`config.mk`:
```
export PLATFORM = sky130hd
export DESIGN_NAME = dmem_arbiter
export DESIGN_NICKNAME = d
export VERILOG_FILES = /design/src/rtl/dmem_arbiter.sv
export SDC_FILE = /design/constraint.sdc
export NUM_CORES = 1
export LEC_CHECK = 0
export BUFFER_PORTS_ARGS = -buffer_cell sky130_fd_sc_hd__clkbuf_2
export CAP_MARGIN = 20
export CORE_MARGIN = 3
export CORE_UTILIZATION = 35
export CTS_CLUSTER_DIAMETER = 200
export DETAILED_ROUTE_END_ITERATION = 10
export PLACE_DENSITY_LB_ADDON = 0.25
export REMOVE_ABC_BUFFERS = 1
export SLEW_MARGIN = 25
export SYNTH_ARGS = -nofsm -noshare
export SYNTH_HDL_FRONTEND = slang
export SYNTH_SLANG_ARGS = --single-unit
export TNS_END_PERCENT = 5
```
`constraint.sdc`:
```
create_clock -name clk -period 1.8 [get_ports clk]
set_input_delay 0.27 -clock clk [delete_from_list [all_inputs] [get_ports clk]]
set_output_delay 0.27 -clock clk [all_outputs]
set_load 0.005 [all_outputs]
```
`src/rtl/dmem_arbiter.sv`:
```
// dmem_arbiter
// Shares the single-port data RAM (and its MMIO digit register) between the
// CPU MEM stage and a DMA/loader engine. Each access is latched on grant and
// then walks IDLE -> ACCESS -> RESP. The owner gets a one-cycle ack together
// with registered read data and an error flag.
// Arbitration rules:
//  - Alternates on contention.
//  - A locked DMA stream may hold the grant for at most MAX_BURST consecutive
//    accesses while the CPU is waiting.
// Every memory-facing output is a flop, so nothing reaches the memory
// combinationally from the request inputs.

module dmem_arbiter #(
  parameter logic [31:0] ADDR_LIMIT = 32'h0000_0800,
  parameter logic [31:0] MMIO_ADDR  = 32'h4000_0010,
  parameter int          MAX_BURST  = 8
) (
  input  logic        clk,
  input  logic        rst,

  input  logic        cpu_req,
  input  logic        cpu_we,
  input  logic [31:0] cpu_addr,
  input  logic [31:0] cpu_wdata,
  output logic        cpu_ack,
  output logic [31:0] cpu_rdata,
  output logic        cpu_err,

  input  logic        dma_req,
  input  logic        dma_we,
  input  logic [31:0] dma_addr,
  input  logic [31:0] dma_wdata,
  input  logic        dma_lock,
  output logic        dma_ack,
  output logic [31:0] dma_rdata,
  output logic        dma_err,

  output logic        mem_rd,
  output logic        mem_wr,
  output logic [31:0] mem_addr,
  output logic [31:0] mem_wdata,
  input  logic [31:0] mem_rdata,

  output logic        busy,
  output logic        owner
);

  localparam int CNT_W = $clog2(MAX_BURST + 1);
  localparam logic [CNT_W-1:0] BURST_MAX = CNT_W'(MAX_BURST);

  localparam logic OWNER_CPU = 1'b0;
  localparam logic OWNER_DMA = 1'b1;

  typedef enum logic [1:0] {
    IDLE   = 2'd0,
    ACCESS = 2'd1,
    RESP   = 2'd2
  } state_t;

  state_t           state;
  logic             last_owner;
  logic [CNT_W-1:0] burst_cnt;
  logic             we_q;
  logic             err_q;

  logic             any_req;
  logic             grant_dma;
  logic             sel_we;
  logic [31:0]      sel_addr;
  logic [31:0]      sel_wdata;
  logic             sel_err;
  logic             burst_open;

  // Pick the winner for a grant taken this cycle.
  // On contention, DMA keeps the grant only while its locked burst still has
  // room. Otherwise the port that did not win last time gets the grant.
  always_comb begin
    any_req    = cpu_req | dma_req;
    burst_open = dma_lock && (burst_cnt < BURST_MAX);
    grant_dma  = 1'b0;
    if (cpu_req && dma_req) begin
      if (last_owner == OWNER_DMA)
        grant_dma = burst_open;
      else
        grant_dma = 1'b1;
    end else begin
      grant_dma = dma_req;
    end
  end

  // Route the winning port's request and classify it.
  // A request is rejected when it is misaligned, or when it lies outside the
  // RAM window and is not the digit register address.
  always_comb begin
    sel_we    = cpu_we;
    sel_addr  = cpu_addr;
    sel_wdata = cpu_wdata;
    if (grant_dma) begin
      sel_we    = dma_we;
      sel_addr  = dma_addr;
      sel_wdata = dma_wdata;
    end
    sel_err = (sel_addr[1:0] != 2'b00) ||
              ((sel_addr >= ADDR_LIMIT) && (sel_addr != MMIO_ADDR));
  end

  // Transaction sequencer. A grant latches the request, ACCESS strobes memory
  // and captures the read data, and RESP presents the ack to the owner.
  always_ff @(posedge clk or negedge rst) begin
    if (!rst) begin
      state      <= IDLE;
      last_owner <= OWNER_DMA;
      burst_cnt  <= '0;
      we_q       <= 1'b0;
      err_q      <= 1'b0;
      owner      <= OWNER_CPU;
      busy       <= 1'b0;
      mem_rd     <= 1'b0;
      mem_wr     <= 1'b0;
      mem_addr   <= '0;
      mem_wdata  <= '0;
      cpu_ack    <= 1'b0;
      cpu_rdata  <= '0;
      cpu_err    <= 1'b0;
      dma_ack    <= 1'b0;
      dma_rdata  <= '0;
      dma_err    <= 1'b0;
    end else begin
      cpu_ack <= 1'b0;
      dma_ack <= 1'b0;
      unique case (state)
        IDLE: begin
          mem_rd <= 1'b0;
          mem_wr <= 1'b0;
          if (any_req) begin
            owner      <= grant_dma;
            last_owner <= grant_dma;
            we_q       <= sel_we;
            err_q      <= sel_err;
            mem_addr   <= sel_addr;
            mem_wdata  <= sel_wdata;
            mem_wr     <= sel_we & ~sel_err;
            mem_rd     <= ~sel_we & ~sel_err;
            busy       <= 1'b1;
            if (!grant_dma) begin
              burst_cnt <= '0;
            end else if (!dma_lock) begin
              burst_cnt <= '0;
            end else if (burst_cnt != BURST_MAX) begin
              burst_cnt <= burst_cnt + 1'b1;
            end
            state <= ACCESS;
          end
        end

        ACCESS: begin
          mem_rd <= 1'b0;
          mem_wr <= 1'b0;
          if (owner == OWNER_DMA) begin
            dma_ack   <= 1'b1;
            dma_err   <= err_q;
            dma_rdata <= (~we_q & ~err_q) ? mem_rdata : 32'h0;
          end else begin
            cpu_ack   <= 1'b1;
            cpu_err   <= err_q;
            cpu_rdata <= (~we_q & ~err_q) ? mem_rdata : 32'h0;
          end
          state <= RESP;
        end

        RESP: begin
          busy  <= 1'b0;
          state <= IDLE;
        end

        default: begin
          mem_rd <= 1'b0;
          mem_wr <= 1'b0;
          busy   <= 1'b0;
          state  <= IDLE;
        end
      endcase
    end
  end

endmodule

```
After elaboration in Yosys (flattened, before gate mapping)
Index checks and enable logic that the tools add are counted.
- bits in registers: 145
- bits of input ports: 167
- output and inout bits: 136
- word-level logic and storage cells: 68
- add/subtract/negate cells: 1
- order comparisons: 2
- equal/unequal tests: 6
- multiplexer cells: 21
- bitwise logic cells: 10
- reductions and logical operators: 11
- operator list (kind ; number):
    $mux W32 ; 3
    $ge A32 B12 Y1 const B ; 1
    $ne A32 B31 Y1 const B ; 1
    $mux W4 ; 3
    $mux W1 ; 10
    $reduce_and A2 Y1 ; 4
    $not A1 Y1 ; 6
    $pmux W1 S2 ; 3
    $add A4 B1 Y4 const B ; 1
    $lt A4 B4 Y1 const B ; 1
    $ne A4 B4 Y1 const B ; 1
    $pmux W2 S2 ; 1
    $and A1 B1 Y1 ; 3
    $logic_and A1 B1 Y1 ; 3
    $ne A3 B2 Y1 const B ; 1
    $reduce_and A3 Y1 ; 1
    $eq A2 B1 Y1 const B ; 1
    $eq A2 B2 Y1 const B ; 1
    $logic_not A2 Y1 ; 1
    $mux W2 ; 1
    $ne A2 B2 Y1 const B ; 1
    $reduce_bool A2 Y1 ; 1
    $logic_or A1 B1 Y1 ; 1
    $or A1 B1 Y1 ; 1

Longest topological paths before layout
Gate-level depths: netlist (run 1).
- word-level depth: 12
- gate-level depth with buffers: 7
- mapped depth without buffers: 6

Least setup slack after synthesis (run 1)
No wires, ideal clock.
- kind: flip-flop to flip-flop
- start point: reg last_owner
- end point: reg err_q
- library setup time: 119 ps
- arrival time: 1390 ps
- data required time: 1681 ps
- slack: 291 ps
- stages on the path, launching flop included: 6
- path buffers: 0
- clock period less this slack: 1509 ps
- path through: dfstp_2 -> nand2_1 -> o21a_2 -> o41ai_4 -> nand4_1 -> o21a_1
- longest elaborated chain between the ends: 6
- elaborated cells between the ends (all ways): 8
- those cells by class: 1 x order compare; 1 x eq/ne; 3 x mux; 3 x reduce/logical
- ends and longest elaborated chain (element ; line ; RTL):
    start: declaration ; 61 ; logic last_owner;
    start signal: assignment ; 137 ; last_owner <= grant_dma;
    $mux W1 * ; 82 ; if (last_owner == OWNER_DMA)
    $mux W1 * ; 81 ; if (cpu_req && dma_req) begin
    $mux W32 * ; 98 ; if (grant_dma) begin
    $ge A32 B12 Y1 / $ne A32 B31 Y1 (equally long branches) ; 104 ; ((sel_addr >= ADDR_LIMIT) && (sel_addr != MMIO_ADDR));
    $logic_and A1 B1 Y1 ; 104 ;
    $logic_or A1 B1 Y1 * ; 103 ; sel_err = (sel_addr[1:0] != 2'b00) ||
    end signal: assignment ; 139 ; err_q <= sel_err;
    end: declaration ; 64 ; logic err_q;
Mark *: on every way between the ends. The rest lies on a longest branch, timed or not.
A chain may end at the register's enable or synchronous reset.

Final worst setup path (run 1)
- start point: reg last_owner
- end point: reg mem_wr
- longest elaborated chain between the ends: 10
- elaborated cells between the ends (all ways): 13
- those cells by class: 1 x order compare; 1 x eq/ne; 6 x mux; 2 x bitwise; 3 x reduce/logical
- ends and longest elaborated chain (element ; line ; RTL):
    $mux W1 * ; 82 ;
    $mux W1 * ; 81 ;
    $mux W32 ; 98 ;
    $ge A32 B12 Y1 / $ne A32 B31 Y1 (equally long branches) ; 104 ;
    $logic_and A1 B1 Y1 ; 104 ;
    $logic_or A1 B1 Y1 ; 103 ;
    $not A1 Y1 ; 142 ; mem_wr <= sel_we & ~sel_err;
    $and A1 B1 Y1 * ; 142 ;
    $mux W1 * ; 135 ; if (any_req) begin
    $pmux W1 S2 * ; 131 ; unique case (state)
    end signal: assignment ; 142 ;
    end: declaration ; 39 ; output logic mem_wr,
Marks and branches as above.

==> results.cfg, run 1 <==
[finish]
num_antenna_cells = 0
drive_above_1_share_pct = 36.77
fillerInstances = 1652
area_growth_pct = 38.94
final_cell_mix = 301 x clkbuf_2, 233 x nand2_1, 144 x dfrtp_1, 71 x o21ai_0, 70 x nor2_1
final_common_cell = clkbuf_2
final_nets = 1146

[clocking]
cts-root-buf = clkbuf_16
clock_sinks = 145
clk_path_buf_depth = 2
clkTransAtPathRegs_ps = 70
cts_setup_buffers = 0
cts-buffers-inserted = 17
clkLatencyLatePin_ps = 410
ctsHtreeMaxLevel = 4
cts_tree = built

[sta]
timing.hold.ws_ps = 77.62
worst_pin_slew_ps = 575.6
relSlewSlack_pct = 61.63
max_freq_ghz = 0.6002
setup_viol = 0
rsz0062_at_grt = false
fin_skew_ps = 7.512
finalCritPeriodShare_pct = 92.57
maxSlewViolCount = 0
hold_violations = 0
period_needed_ps = 1666

[pwr]
p_clk_share_pct = 30.0
powerDensity_mw_per_mm2 = 1400
p_comb_share_pct = 30.7
swShare_pct = 34.98
pwr-share-seq_pct = 39.3
p_sw_mw = 4.193
p_total_mw = 11.99
vdd_drop_max_mv = 0.6581
power_leakage_nw = 4.282
p_int_mw = 7.794

[synth]
synth-edff-count = 0
yosysWarnings = 0
synth-seq-cells = 145
async_flop_share_pct = 100.0
synthFlopType = dfrtp_1
postSynthCellCount = 686
yosys.area.top_type = dfrtp_1
netlist_area_mm2 = 0.006163
yosysTopAreaCellShare_pct = 58.47
ys_types = 36
ys_seq_area_share_pct = 58.89
synth.area.top_cells = dfrtp_1 58%, nand2_1 14%, a31oi_1 6.6%
syn_avg_cell_area_um2 = 8.985

[critical_path]
cp.required_ps = 2080
arrival_ps = 1950
worstSetupStartpointType = flip-flop
worst_setup_path_end_kind = flip-flop
critical_path_peak_fanout = 16
startpoint = last_owner$_DFFE_PN1P_
timing_worst_setup_path_type = reg -> reg
r2r-start = last_owner$_DFFE_PN1P_

[die]
die_area_mm2 = 0.01924
die_x_um = 138.7
core_mm2 = 0.01694
io_pins = 303
die-height_um = 138.7
initial_core_util_pct = 36.39
rows = 47

[hold_path]
min_from = dma_wdata[9]
hold_class = in -> reg

[grt]
grtUsageMet3_pct = 6.241
grt_pass1_vias = 5651
grt_overflow = 0
grt_antenna_before_repair = 0
grt_pass1_wl_um = 30390
grtUsageMet2_pct = 31.32
track_usage_pct = 19.45
grt_max_degree = 102
use_met1_pct = 25.68
gr-max-usage-layer = met2

[run_status]
status = finished clean

[route]
wl_per_cell_um = 15.57
drtAntennaViolNets = 0
dr.pass1.iters = 6
drc = 0
drt_iter0_drc = 273
wirelength_um = 18840
vias = 5730
via_per_inst = 4.736

[run]
maxCapViolations = 0

[placement]
place_hpwl_um = 14090
place.gp.congestion = 0.8654
port_buffers = 302
==> logic make-up (layout without fill, tap and decap cells) <==
logic type,Yosys count,count (layout),share of synthesized area [%]
and+or+nand+nor,334,334,21.64
buffers and inverters,52,356,4.020
muxes,5,5,0.8729
AOI/OAI and AO/OA,148,148,14.17
DFF,145,145,58.89
adders and majority gates,2,2,0.4059
==> registers in the layout, indices dropped and copies added (netlist names), 2 cells and up <==
| register | count |
|---|---|
| burst_cnt | 4 |
| state | 2 |
| dma_rdata | 32 |
| mem_addr | 32 |
| mem_wdata | 32 |
| cpu_rdata | 32 |
==> cell type report <==
cell class                      instances  area (um2)  area share, %
Multi-Input combinational cell        489        2307          26.94
Timing Repair Buffer                  318        1728          20.18
Inverter                                6       23.77         0.2776
Sequential cell                       145        3630          42.39
Clock buffer                           17       425.4          4.968
Tap cell                              220       275.3          3.214
Clock inverter                         15       173.9          2.031
==> layer usage <==
metal	share of wire, %	up-vias
met5	0	-
met4	0.99	0
met3	8.3	11
met2	47	226
met1	44	2601
li1	-	2892
==> what timing repair did <==
action / in CTS / in global routing
endpoints found under the setup margin: 0 / 1
endpoints found under the hold margin: 29 / 0
gates resized for setup: 0 / 1
hold buffers: 1 / 0
==> synthesized netlist by cell type (3+ instances only) <==
cell type	count
nand2_1	234
buf_1	3
nand3_1	3
nand4_1	5
buf_4	10
a31oi_1	65
clkbuf_1	21
nor4_1	9
inv_1	6
o21ai_0	71
mux2_2	3
buf_2	12
dfrtp_1	144
nor2_1	71
==> worst max-delay path: stages (launching register included) <==
cell	delay [ps]
dfstp_2	530
nand2_1	120
o21ai_4	290
buf_4	270
a31oi_1	120
nand4_1	130
o21ai_1	70
==> power groups by stage <==
stage	registers (mW)	logic (mW)	clock network (mW)
after CTS	4.73	3.76	3.69
final	4.71	3.68	3.59
after detailed placement	4.77	3.77	0
after floorplan	4.78	1.70	0
after global routing	4.84	4.12	3.83
after global placement	4.76	3.70	0
==> final timing paths <==
path / endpoint / slack, ps / cells past startpoint
setup reg to reg: mem_wr$_DFFE_PN0P_ / 130 / 6
max in group asynchronous: cpu_rdata[13]$_DFFE_PN0P_ / 890 / 3
min in group asynchronous: cpu_rdata[22]$_DFFE_PN0P_ / 310 / 2
setup / recovery: mem_wr$_DFFE_PN0P_ / 130 / 6
hold / removal: mem_wdata[9]$_DFFE_PN0P_ / 80 / 3
hold reg to reg: cpu_rdata[6]$_DFFE_PN0P_ / 480 / 2
==> per-stage QoR <==
step	setup WS, ps	cells	instance area, um2	utilization [%]	setup TNS (ps)
finish	133.8	1210	8563	50.56	0
floorplan	-1610	640	5938	-	-94770
detailed placement	107.6	1177	7948	46.93	0
CTS	104.0	1210	8557	50.52	0
global route	27.41	1210	8563	50.56	0
global placement	141.6	1177	7948	46.93	0
Note: power is estimated with default switching activity, not from simulation.
==> run 2: changes to the inputs <==
==> constraint.sdc (replaced) <==
create_clock -name clk -period 1.9 [get_ports clk]
set_input_delay 0.285 -clock clk [delete_from_list [all_inputs] [get_ports clk]]
set_output_delay 0.285 -clock clk [all_outputs]
set_load 0.005 [all_outputs]
==> run 2 against run 1 <==
Against the previous run: hold slack better by 12 ps; die area stayed put; utilization is 0.18 points higher; largest power group unchanged; worst setup slack better by 52 ps; sequential power is 4.9% lower; largest cell class unchanged; critical endpoint is now err_q$_DFFE_PN0P_; fmax is 2.8% lower.
==> results.cfg, run 2 (same netlist as run 1, synthesis figures left out) <==
[clocking]
cts_tree = built
cts-root-buf = clkbuf_16
clkTransAtPathRegs_ps = 70
clock_sinks = 145
cts_setup_buffers = 0
clk_path_buf_depth = 2
clkLatencyLatePin_ps = 420
ctsHtreeMaxLevel = 4
post_cts_resized = 0
cts-buffers-inserted = 17

[finish]
stdcell_area_mm2 = 0.008594
fillerInstances = 1688
area_growth_pct = 39.44
num_antenna_cells = 0
drive_above_1_share_pct = 37.02
final_cell_mix = 301 x clkbuf_2, 233 x nand2_1, 144 x dfrtp_1, 71 x o21ai_0, 70 x nor2_1
final_nets = 1150
final_common_cell = clkbuf_2

[pwr]
vdd_drop_max_mv = 0.6210
p_comb_share_pct = 31.6
p_total_mw = 11.34
p_int_mw = 7.372
power_leakage_nw = 4.310
pwr-share-seq_pct = 39.5
swShare_pct = 35.02
p_clk_share_pct = 28.9
powerDensity_mw_per_mm2 = 1320
p_sw_mw = 3.973

[grt]
grt_pass1_vias = 5843
grt_pass1_wl_um = 30860
grt_overflow = 0
track_usage_pct = 19.86
grt_max_degree = 67
grt_antenna_before_repair = 0

[route]
drc = 0
wirelength_um = 19170
dr.pass1.iters = 4
via_per_inst = 4.862
drt_iter0_drc = 236
vias = 5903
wl_per_cell_um = 15.79
drtAntennaViolNets = 0

[die]
die_area_mm2 = 0.01924
die_x_um = 138.7
die-height_um = 138.7
initial_core_util_pct = 36.39
core_mm2 = 0.01694
io_pins = 303
rows = 47

[sta]
period_needed_ps = 1714
maxSlewViolCount = 0
tns_ps = 0
hold_violations = 0
timing.hold.ws_ps = 89.38
setup_viol = 0
relSlewSlack_pct = 62.10
rsz0062_at_grt = false
max_freq_ghz = 0.5835
fin_skew_ps = 10.91
finalCritPeriodShare_pct = 90.20
worst_pin_slew_ps = 568.5

[critical_path]
cp.required_ps = 2210
timing_worst_setup_path_type = reg -> reg
crit_buf_inv = 0
r2r-start = last_owner$_DFFE_PN1P_
path_cells = nand2_1 -> o21a_2 -> o41ai_4 -> nand4_1 -> o21a_1
critical_path_peak_fanout = 12
crit_cells = 5
path_delay_family = compound AO/OA/AOI/OAI gates
crit_path_top_delay_cell = dfstp_2
startpoint = last_owner$_DFFE_PN1P_
r2r_cells = 5
worstSetupStartpointType = flip-flop
arrival_ps = 2020
slowest_delay_ps = 530
worst_setup_path_end_kind = flip-flop

[placement]
place.gp.congestion = 0.8736
place_hpwl_um = 14320
placed_area_mm2 = 0.008003
port_buffers = 302

[hold_path]
hold_class = in -> reg
min_from = cpu_wdata[3]
hold_depth = 3

[run]
maxCapViolations = 0

[run_status]
status = finished clean
-- run 2: cell count changes in the layout (fill, tap and decap cells not counted) --
cell / change
inv_8: -2
o21a_4: -1
buf_4: +2
clkbuf_8: +2
clkinv_4: +5
o21a_2: +1
clkinv_2: +1
buf_12: +2
bufinv_16: -1
clkinvlp_4: -2
inv_6: -3
-- run 2: what timing repair did --
| action | 4_1_cts | 5_1_grt |
|---|---|---|
| endpoints found under the setup margin | 0 | 0 |
| endpoints found under the hold margin | 37 | 0 |
| hold buffers | 1 | 0 |
-- run 2: cell type report --
type                            instances  area (um2)  share of cell area [%]
Inverter                                6       23.77                  0.2766
Multi-Input combinational cell        489        2301                   26.77
Clock inverter                         13       128.9                   1.499
Sequential cell                       145        3630                   42.23
Tap cell                              220       275.3                   3.203
Timing Repair Buffer                  322        1783                   20.75
Clock buffer                           19       452.9                   5.270
-- run 2: per-layer routing --
metal / share of wire (%) / GRT usage (%)
met1: 43 / 25.35
met2: 47 / 32.55
met3: 8.4 / 6.414
met4: 2.0 / 5.870
met5: 0 / 0
-- run 2: worst paths after layout --
path,slack [ps],endpoint
max,190,err_q$_DFFE_PN0P_
min,90,mem_wdata[3]$_DFFE_PN0P_
max reg2reg,190,err_q$_DFFE_PN0P_
min reg2reg,480,cpu_rdata[13]$_DFFE_PN0P_
max in group asynchronous,900,last_owner$_DFFE_PN1P_
min in group asynchronous,370,cpu_rdata[6]$_DFFE_PN0P_
-- run 2: tightest hold or removal path: stages --
cell and delay, ps:
clkbuf_2 80, nand2_1 40, a31oi_1 70
-- run 2: power groups by stage --
stage	Combinational [mW]	Sequential (mW)	Clock, mW
3_5_place_dp	3.65	4.53	0
5_1_grt	4.03	4.59	3.50
2_1_floorplan	1.66	4.53	0
4_1_cts	3.66	4.49	3.36
6_report	3.58	4.48	3.28
3_3_place_gp	3.61	4.51	0
-- run 2: per-stage QoR --
step | utilization, % | worst slack (ps) | cells
after floorplan | - | -1510 | 640
after global placement | 47.25 | 222.5 | 1181
after detailed placement | 47.25 | 188.5 | 1181
after CTS | 50.75 | 183.5 | 1214
after global routing | 50.75 | 66.95 | 1214
final | 50.75 | 186.3 | 1214
